### src/rtl/arb_fsm_param.sv
// N-requester grant FSM: fixed-priority or round-robin, registered one-hot grant.
// Define ARB_HOLD_TIMEOUT_EN to preempt an owner after MAX_HOLD consecutive grant cycles.
module arb_fsm_param #(
  parameter int N        = 3,
  parameter int MAX_HOLD = 8,
  parameter int IDW      = (N > 1) ? $clog2(N) : 1
) (
  input  logic           clk,
  input  logic           reset,
  input  logic [N-1:0]   r,
  input  logic           rr_mode,
  output logic [N-1:0]   g,
  output logic           gnt_valid,
  output logic [IDW-1:0] gnt_id,
  output logic           preempt
);

  if (N < 2 || N > 32 || MAX_HOLD < 1 || MAX_HOLD > 255) begin : gParamCheck
    $error("arb_fsm_param: N must be 2..32 and MAX_HOLD 1..255");
  end

  typedef enum logic {IDLE, GRANT} state_t;

  state_t         state_q, state_d;
  logic [N-1:0]   grant_q, grant_d;
  logic [IDW-1:0] owner_q, owner_d;
  logic [IDW-1:0] ptr_q, ptr_d;
  logic           newGrant;
  logic [N-1:0]   candidates;
  logic [IDW-1:0] winner;

`ifdef ARB_HOLD_TIMEOUT_EN
  localparam logic [7:0] HOLD_LIMIT = 8'(MAX_HOLD - 1);
  localparam logic [7:0] HOLD_SAT   = 8'(MAX_HOLD);

  logic [7:0] holdCnt_q, holdCnt_d;
  logic       preempt_q, preempt_d;
`endif

  function automatic logic [IDW-1:0] lowestSet(input logic [N-1:0] v);
    lowestSet = '0;
    for (int i = N - 1; i >= 0; i--) begin
      if (v[i]) lowestSet = IDW'(i);
    end
  endfunction

  // Round-robin prefers requests at or above the pointer and wraps to the lowest one otherwise.
  function automatic logic [IDW-1:0] pickWinner(input logic [N-1:0] req,
                                                input logic [IDW-1:0] ptr,
                                                input logic rr);
    logic [N-1:0] upper;
    for (int i = 0; i < N; i++) begin
      upper[i] = req[i] && (i >= int'(ptr));
    end
    if (rr && (upper != '0)) pickWinner = lowestSet(upper);
    else                     pickWinner = lowestSet(req);
  endfunction

  always_comb begin
    state_d    = state_q;
    grant_d    = grant_q;
    owner_d    = owner_q;
    ptr_d      = ptr_q;
    newGrant   = 1'b0;
    candidates = r;
    winner     = '0;
`ifdef ARB_HOLD_TIMEOUT_EN
    holdCnt_d  = holdCnt_q;
    preempt_d  = 1'b0;
`endif

    case (state_q)
      IDLE: begin
        if (r != '0) newGrant = 1'b1;
      end
      GRANT: begin
        if (!r[owner_q]) begin
          if (r != '0) begin
            newGrant = 1'b1;
          end else begin
            state_d = IDLE;
            grant_d = '0;
            owner_d = '0;
          end
        end
`ifdef ARB_HOLD_TIMEOUT_EN
        // grant_q is the owner's one-hot, so masking with it drops the owner from the contest.
        else if (holdCnt_q >= HOLD_LIMIT && (r & ~grant_q) != '0) begin
          newGrant   = 1'b1;
          candidates = r & ~grant_q;
          preempt_d  = 1'b1;
        end else if (holdCnt_q != HOLD_SAT) begin
          holdCnt_d = holdCnt_q + 8'd1;
        end
`endif
      end
      default: begin
        state_d = IDLE;
        grant_d = '0;
        owner_d = '0;
      end
    endcase

    if (newGrant) begin
      winner          = pickWinner(candidates, ptr_q, rr_mode);
      state_d         = GRANT;
      grant_d         = '0;
      grant_d[winner] = 1'b1;
      owner_d         = winner;
      ptr_d           = (winner == IDW'(N - 1)) ? '0 : winner + 1'b1;
    end

`ifdef ARB_HOLD_TIMEOUT_EN
    if (newGrant || state_d == IDLE) holdCnt_d = '0;
`endif
  end

  always_ff @(posedge clk or posedge reset) begin
    if (reset) begin
      state_q <= IDLE;
      grant_q <= '0;
      owner_q <= '0;
      ptr_q   <= '0;
    end else begin
      state_q <= state_d;
      grant_q <= grant_d;
      owner_q <= owner_d;
      ptr_q   <= ptr_d;
    end
  end

`ifdef ARB_HOLD_TIMEOUT_EN
  always_ff @(posedge clk or posedge reset) begin
    if (reset) begin
      holdCnt_q <= '0;
      preempt_q <= 1'b0;
    end else begin
      holdCnt_q <= holdCnt_d;
      preempt_q <= preempt_d;
    end
  end

  assign preempt = preempt_q;
`else
  assign preempt = 1'b0;
`endif

  assign g         = grant_q;
  assign gnt_valid = (state_q == GRANT);
  assign gnt_id    = owner_q;

endmodule

### config.mk
export PLATFORM = sky130hd
export DESIGN_NAME = arb_fsm_param
export DESIGN_NICKNAME = d
export VERILOG_FILES = /design/src/rtl/arb_fsm_param.sv
export SDC_FILE = /design/constraint.sdc
export NUM_CORES = 1
export LEC_CHECK = 0
export BUFFER_PORTS_ARGS = -buffer_cell sky130_fd_sc_hd__buf_2
export CAP_MARGIN = 25
export CORE_MARGIN = 3
export CORE_UTILIZATION = 31
export DETAILED_ROUTE_END_ITERATION = 12
export GPL_TIMING_DRIVEN = 0
export PLACE_DENSITY = 0.58
export SYNTH_ARGS = -nofsm -noshare
export SYNTH_HDL_FRONTEND = slang
export SYNTH_SLANG_ARGS = --single-unit
### constraint.sdc
create_clock -name clk -period 1.5 [get_ports clk]
set_input_delay 0.225 -clock clk [delete_from_list [all_inputs] [get_ports clk]]
set_output_delay 0.225 -clock clk [all_outputs]
set_load 0.01 [all_outputs]
* Yosys cells after proc, flatten, opt, wreduce, memory -nomap -nowiden
Cells that the tools add are included.
** Storage, ports and cells
- Register bits after elaboration :: 8
- Latch bits :: 0
- Memory bits (writable) :: 0
- Memory bits (read-only) :: 0
- Input bits :: 6
- Output and inout port bits :: 7
- Logic and storage cells :: 51
- Memories :: 0
** Cells by class
- Add/sub/neg operators :: 1
- Multiply operators :: 0
- Divide/modulo/power cells :: 0
- $lt $le $gt $ge :: 6
- Equality and inequality tests :: 3
- Shift operators :: 0
- Multiplexer cells :: 27
- Bitwise logic cells :: 1
- Reductions and logical operators :: 9
** Operators by type and width (number)
- $mux W2 :: 13
- $mux W3 :: 4
- $mux W1 :: 7
- $lt A2 B3 Y1 const B :: 2
- $reduce_bool A3 Y1 :: 2
- $logic_and A1 B1 Y1 :: 5
- $ge A1 B2 Y1 const A :: 2
- $ne A2 B2 Y1 const B :: 2
- $reduce_and A3 Y1 :: 1
- $add A2 B1 Y2 const B :: 1
- $bmux W1 S2 :: 1
- $demux W1 S2 :: 1
- $eq A2 B2 Y1 const B :: 1
- $ge A2 B1 Y1 const B :: 1
- $ge A2 B2 Y1 const A :: 1
- $pmux W1 S2 :: 1
- $reduce_bool A2 Y1 :: 1
- $not A1 Y1 :: 1

* Logic depth before layout (Yosys ltp)
Gate-level depths: netlist of run 1.
- Depth after elaboration :: 12
- Depth in mapped cells :: 4
- Gate-level depth less buffers :: 4

* Least setup slack after synthesis of run 1
OpenSTA, ideal clock, no wires.
- Path type :: flip-flop to flip-flop
- Start :: register owner_q[0], in the netlist gnt_id[0]
- End :: register grant_q[1], in the netlist g[1]
- Arrival time :: 1.298 ns
- Required time :: 1.436 ns
- Slack :: 0.138 ns
- Stages on the path, launching flop included :: 5
- Buffers on the path :: 0
- Period minus slack after synthesis :: 1.362 ns
- Cells stage by stage :: dfrtp_1 mux2i_2 o211ai_4 nor4_4 a21o_1
** Between the ends
- Cells in the longest elaborated chain, start to end :: 6
- Elaborated cells between the ends (all ways) :: 9
- Classes of those cells :: eq/ne: 2; mux: 5; reduce/logical: 2
** RTL lines
- start: declaration :: line 26 : logic [IDW-1:0] owner_q, owner_d;
- start signal: assignment :: line 127 : owner_q <= owner_d;
- $bmux W1 S2 * :: line 77 : if (!r[owner_q]) begin
- $mux W1 (not written as such) * :: line 77
- $mux W1 :: line 77
- $pmux W1 S2 :: line 72 : case (state_q)
- $ne A2 B2 Y1 (no line) / $reduce_bool A2 Y1 (equally long branches)
- $reduce_and A3 Y1 (no line)
- end signal: assignment :: line 126 : grant_q <= grant_d;
- end: declaration :: line 25 : logic [N-1:0] grant_q, grant_d;
Mark *: on every way between the ends. The rest lies on a longest branch, timed or not. The select of a mux whose other input is x is not followed.
A chain may end at the register's enable or synchronous reset.

* Worst setup path in the final report of run 1
Same ends and word-level chain as after synthesis.

==> results.yml, run 1 <==
synth:
  synth-seq-cells: 8
  ys.warnings.count: 0
  synth_ff_type: "dfrtp_1"
  synth-edff-count: 0
  syn_inst: 39
  synth.avg_cell_area_um2: 11.6
  synth_area_um2: 454
  async_reset_ff_share_pct: 100
  synth_nets: 45
  synth_area_leaders: "dfrtp_1 (44%), a21o_1 (9.9%), nor4_4 (4.7%), o211ai_4 (4.7%), mux2i_2 (3.0%)"
  synthTopCellsByCount: "dfrtp_1 (8), a21o_1 (6), nand2_1 (3)"
  synth.most_common_cell: "dfrtp_1"
  ys_types: 24
  yosys.area.top_type: "dfrtp_1"
  ys_seq_area_share_pct: 44.1
  synth_top_area_share_pct: 44.1
power:
  power_density_nw_per_um2: 1610
  pwr-share-seq_pct: 41.1
  power_switching_mw: 0.321
  fin_total_pwr_mw: 0.900
  intPower_mw: 0.578
  switching_share_pct: 35.7
  p_comb_share_pct: 40.8
  p_clk_share_pct: 18.1
  p_leak_nw: 0.299
  vdd_drop_max_mv: 0.709
min_path:
  min_to: "gnt_valid"
  hp-start: "r[2]"
  min_path_type: "input pin to register"
  hold_path_depth: 2
floorplan:
  io_pins: 13
  die_w_um: 44.3
  dieArea_um2: 1960
  die_h_um: 44.3
  start_util_pct: 34.1
  core_um2: 1330
  fp-row-count: 13
clock_tree:
  cts-root-buf: "clkbuf_4"
  tritoncts: "built"
  cts_resized: 0
  cts.path.max_buffers: 2
  cts_buffers: 3
  cts.clk_slew.worst_paths_ns: 0.05
  clk_latency_ns: 0.25
  htree_num_levels: 1
  clkSinkCount: 8
global_route:
  grt_util_all_layers_pct: 10.8
  grt_pass1_wl_mm: 1.53
  grt_max_degree: 9
  grt_pass1_vias: 363
  grt_antenna_before_repair: 0
  grt-ovfl-total: 0
route:
  drt_iter0_markers: 2
  drt_first_pass_iters: 4
  drt-vias-per-instance: 5.00
  routedWlPerCell_um: 11.4
  detail-route-antenna-nets: 0
  wl_um: 785
  vias: 345
  drc_errors: 0
finish:
  area.growth.synth_to_final_pct: 23.4
  layout-drive-gt1-share_pct: 42.6
  nNetsFinal: 62
  diodes: 0
  finalNonFillerCells: 69
placed_design:
  dp_cells: 65
  dpl.hpwl_um: 619
  gp_congestion: 0.759
  dp_slack_ns: 0.0950
  portBuffers: 11
setup_path:
  arrival_ns: 1.58
  required_ns: 1.69
  timing.rr.end: "g[1]"
  startpoint_type: "register"
  rr_startpoint: "gnt_id[0]"
  cp-end-kind: "register"
  r2r_slack_ns: 0.11
  reg2reg_depth: 4
  crit_type: "register to register"
  critPathMaxFanout: 5
timing:
  setup_viol: 0
  drv_slew: 0
  worst_slack_ns: 0.109
  finalHoldViolations: 0
  skew_ns: 0.00302
  min_period_ns: 1.39
  tns_ns: 0
  fin_crit_sh_pct: 92.8
  clock.fmax_mhz: 719
  rsz0062_at_grt: "no"
outcome:
  outcome: "finished clean"
flow_run:
  cap_violations: 0
[stage by stage]
step / util [%] / cell area, um^2 / hold slack, ns
global route: 42.0 / 561 / 0.305
detailed placement: 39.6 / 528 / 0.182
CTS: 42.0 / 561 / 0.291
floorplan: - / 454 / 0.0407
global placement: 39.6 / 528 / 0.178
finish: 42.0 / 561 / 0.304
[flip-flops by register name, indices dropped and copies added (netlist names)]
register / count
gnt_valid: 1
g: 3
ptr_q: 2
gnt_id: 2
[critical path, stage by stage (launching register included)]
cell	delay, ns
dfrtp_1	0.40
mux2i_2	0.32
o211ai_4	0.15
nor4_4	0.34
a21o_1	0.12
[area by class of cell]
cell class | instances | area [um^2]
fill | 135 | 773
buffer | 1 | 7.51
clock buffer | 3 | 22.5
tap | 15 | 18.8
sequential | 8 | 200
multi-input combinational | 29 | 243
inverter | 1 | 3.75
timing repair buffer | 12 | 65.1
[logic make-up after synthesis]
group,count (synthesis),share of synthesized area [%]
AOI/OAI and AO/OA,15,27.5
and+or+nand+nor,12,22.0
DFF,8,44.1
buffers and inverters,2,2.48
muxes,1,3.03
other,1,0.826
[how the worst max path moves through the flow]
| stage | from | endpoint | slack [ns] |
|---|---|---|---|
| finish | gnt_id[0] | g[1] | 0.11 |
| global route | gnt_id[0] | ptr_q[1] | 0.005 |
| CTS | gnt_id[0] | ptr_q[1] | 0.09 |
| detailed placement | gnt_id[0] | ptr_q[1] | 0.1 |
| global placement | gnt_id[0] | ptr_q[1] | 0.09 |
| floorplan | gnt_id[0] | g[1] | 0.14 |
[cell usage in the layout, fill, tap and decap left out]
cell,n
a211oi_1,1
a21boi_0,1
a21o_1,6
a21o_2,1
a21oi_1,1
and4b_2,1
buf_2,11
buf_4,1
clkbuf_4,3
conb_1,1
dfrtp_1,8
dlygate4sd3_1,1
inv_1,1
mux2i_2,1
nand2_1,3
nand4b_1,1
nor2_1,1
nor2b_1,1
nor3b_1,1
nor4_4,1
nor4bb_1,1
o211ai_4,1
o21ai_0,2
o21bai_2,1
o22a_1,1
or2b_2,1
or3_4,1
[what timing repair did]
item                      4_1_cts  5_1_grt
hold endpoints to repair        8        0
buffers inserted                0        0
hold buffers                    1        0
[layer usage]
metal | vias up | GRT usage (%) | part of all wire, %
met5 | - | 0 | 0
met4 | 0 | 9.04 | 3.4
met3 | 3 | 2.44 | 5.2
met2 | 12 | 14.0 | 38
met1 | 153 | 14.9 | 53
li1 | 177 | - | -
[power by group through the flow]
stage                     registers, mW  clock network (mW)  logic, mW
after detailed placement          0.374                   0      0.370
after floorplan                   0.391                   0      0.241
after global placement            0.373                   0      0.370
after CTS                         0.370               0.171      0.375
after global routing              0.389               0.188      0.409
final                             0.370               0.163      0.367
Note: power is estimated with default switching activity, not from simulation.
==> run 2, diff against run 1 <==
- PLACE_DENSITY: 0.58 -> 0.51
==> results.yml, run 2 (synthesized netlist as in run 1, its figures left out) <==
clock_tree:
  cts.clk_slew.worst_paths_ns: 0.05
  cts-root-buf: "clkbuf_4"
  cts_setup_buffers: 0
  clkSinkCount: 8
  cts.path.max_buffers: 2
  htree_num_levels: 1
  cts_buffers: 3
  tritoncts: "built"
  clk_latency_ns: 0.24
finish:
  diodes: 0
  nNetsFinal: 62
  area.growth.synth_to_final_pct: 25.6
  final_util_pct: 42.8
  layout_common_cells: "buf_2 (11), dfrtp_1 (7), a21o_1 (6), nand2_1 (3), clkbuf_4 (3)"
  finalNonFillerCells: 69
  final_common_cell: "buf_2"
  largest_reg_flops: 3
  layout-drive-gt1-share_pct: 44.4
  final_area_um2: 571
setup_path:
  startpoint_type: "register"
  critical_path.startpoint: "gnt_id[1]"
  critPathMaxFanout: 5
  crit_buf_inv: 0
  rr_startpoint: "gnt_id[1]"
  arrival_ns: 1.53
  slowest_delay_ns: 0.40
  crit_family: "compound AO/OA/AOI/OAI gates"
  worstPathCellList: "or2b_2 > o211ai_4 > a21oi_1 > a21o_2"
  crit_type: "register to register"
  cp-end-kind: "register"
  required_ns: 1.63
  critPathSlowestCell: "dfrtp_1"
outcome:
  outcome: "finished clean"
timing:
  min_period_ns: 1.40
  tns_ns: 0
  fin_crit_sh_pct: 93.4
  skew_ns: 0.000480
  worst_slack_ns: 0.0990
  clock.fmax_mhz: 714
  drv_slew: 0
  finalHoldViolations: 0
  setup_viol: 0
  rsz0062_at_grt: "no"
global_route:
  grt_util_all_layers_pct: 10.3
  grt_antenna_before_repair: 0
  grt_pass1_wl_mm: 1.49
  grt_pass1_vias: 336
  grt-ovfl-total: 0
  grt_max_degree: 9
floorplan:
  io_pins: 13
  core_um2: 1330
  fp-row-count: 13
  dieArea_um2: 1960
  die_h_um: 44.3
  start_util_pct: 34.1
  die_w_um: 44.3
power:
  p_leak_nw: 0.298
  vdd_drop_max_mv: 0.725
  power_density_nw_per_um2: 1610
min_path:
  hp-start: "r[2]"
  min_path_type: "input pin to register"
route:
  drt_iter0_markers: 0
  drt-vias-per-instance: 5.13
  wl_um: 946
  drt_first_pass_iters: 1
  routedWlPerCell_um: 13.7
  drc_errors: 0
  vias: 354
  detail-route-antenna-nets: 0
placed_design:
  dp_cells: 65
  gp_congestion: 0.745
  portBuffers: 11
  dp_slack_ns: 0.0561
  place_area_um2: 528
flow_run:
  cap_violations: 0
run 2: repair_timing:
action                     in CTS  in global routing
resized for setup               0                  2
hold buffers                    1                  0
hold endpoints to repair        8                  0
setup endpoints to repair       0                  3
run 2: final cells by class:
| cell class | instances | area, um^2 |
|---|---|---|
| fill | 129 | 763 |
| clock buffer | 3 | 22.5 |
| tap | 15 | 18.8 |
| multi-input combinational | 29 | 251 |
| inverter | 1 | 3.75 |
| sequential | 8 | 201 |
| timing repair buffer | 12 | 65.1 |
| buffer | 1 | 7.51 |
run 2: per-layer routing:
layer	wire length, um	vias up	track usage (%)
met5	0	-	0
met4	14	0	5.42
met3	52	2	1.63
met2	459	10	16.3
met1	420	165	13.5
li1	-	177	-
run 2: path summary, 6_finish.rpt:
check | cells after the start | slack (ns) | endpoint
hold / removal | 2 | 0.33 | gnt_valid
hold reg to reg | 1 | 0.47 | g[0]
min in group asynchronous | 3 | 0.46 | g[1]
setup / recovery | 4 | 0.1 | ptr_q[0]
max in group asynchronous | 3 | 0.79 | gnt_id[0]
setup reg to reg | 4 | 0.1 | ptr_q[0]
run 2: power breakdown:
group	internal, mW	switching (mW)
logic	0.197	0.192
clock network	0.0909	0.0633
registers	0.301	0.0756
run 2: worst reg2reg max path, stage by stage, from the launching register on:
cell and delay [ns]:
dfrtp_1 0.40, or2b_2 0.34, o211ai_4 0.25, a21oi_1 0.10, a21o_2 0.20
run 2: per-stage QoR:
step           hold WS, ns  power, mW
2_1_floorplan       0.0407      0.632
3_3_place_gp         0.169      0.733
3_5_place_dp         0.183      0.757
4_1_cts              0.311      0.918
5_1_grt              0.330      0.993
6_report             0.328      0.920
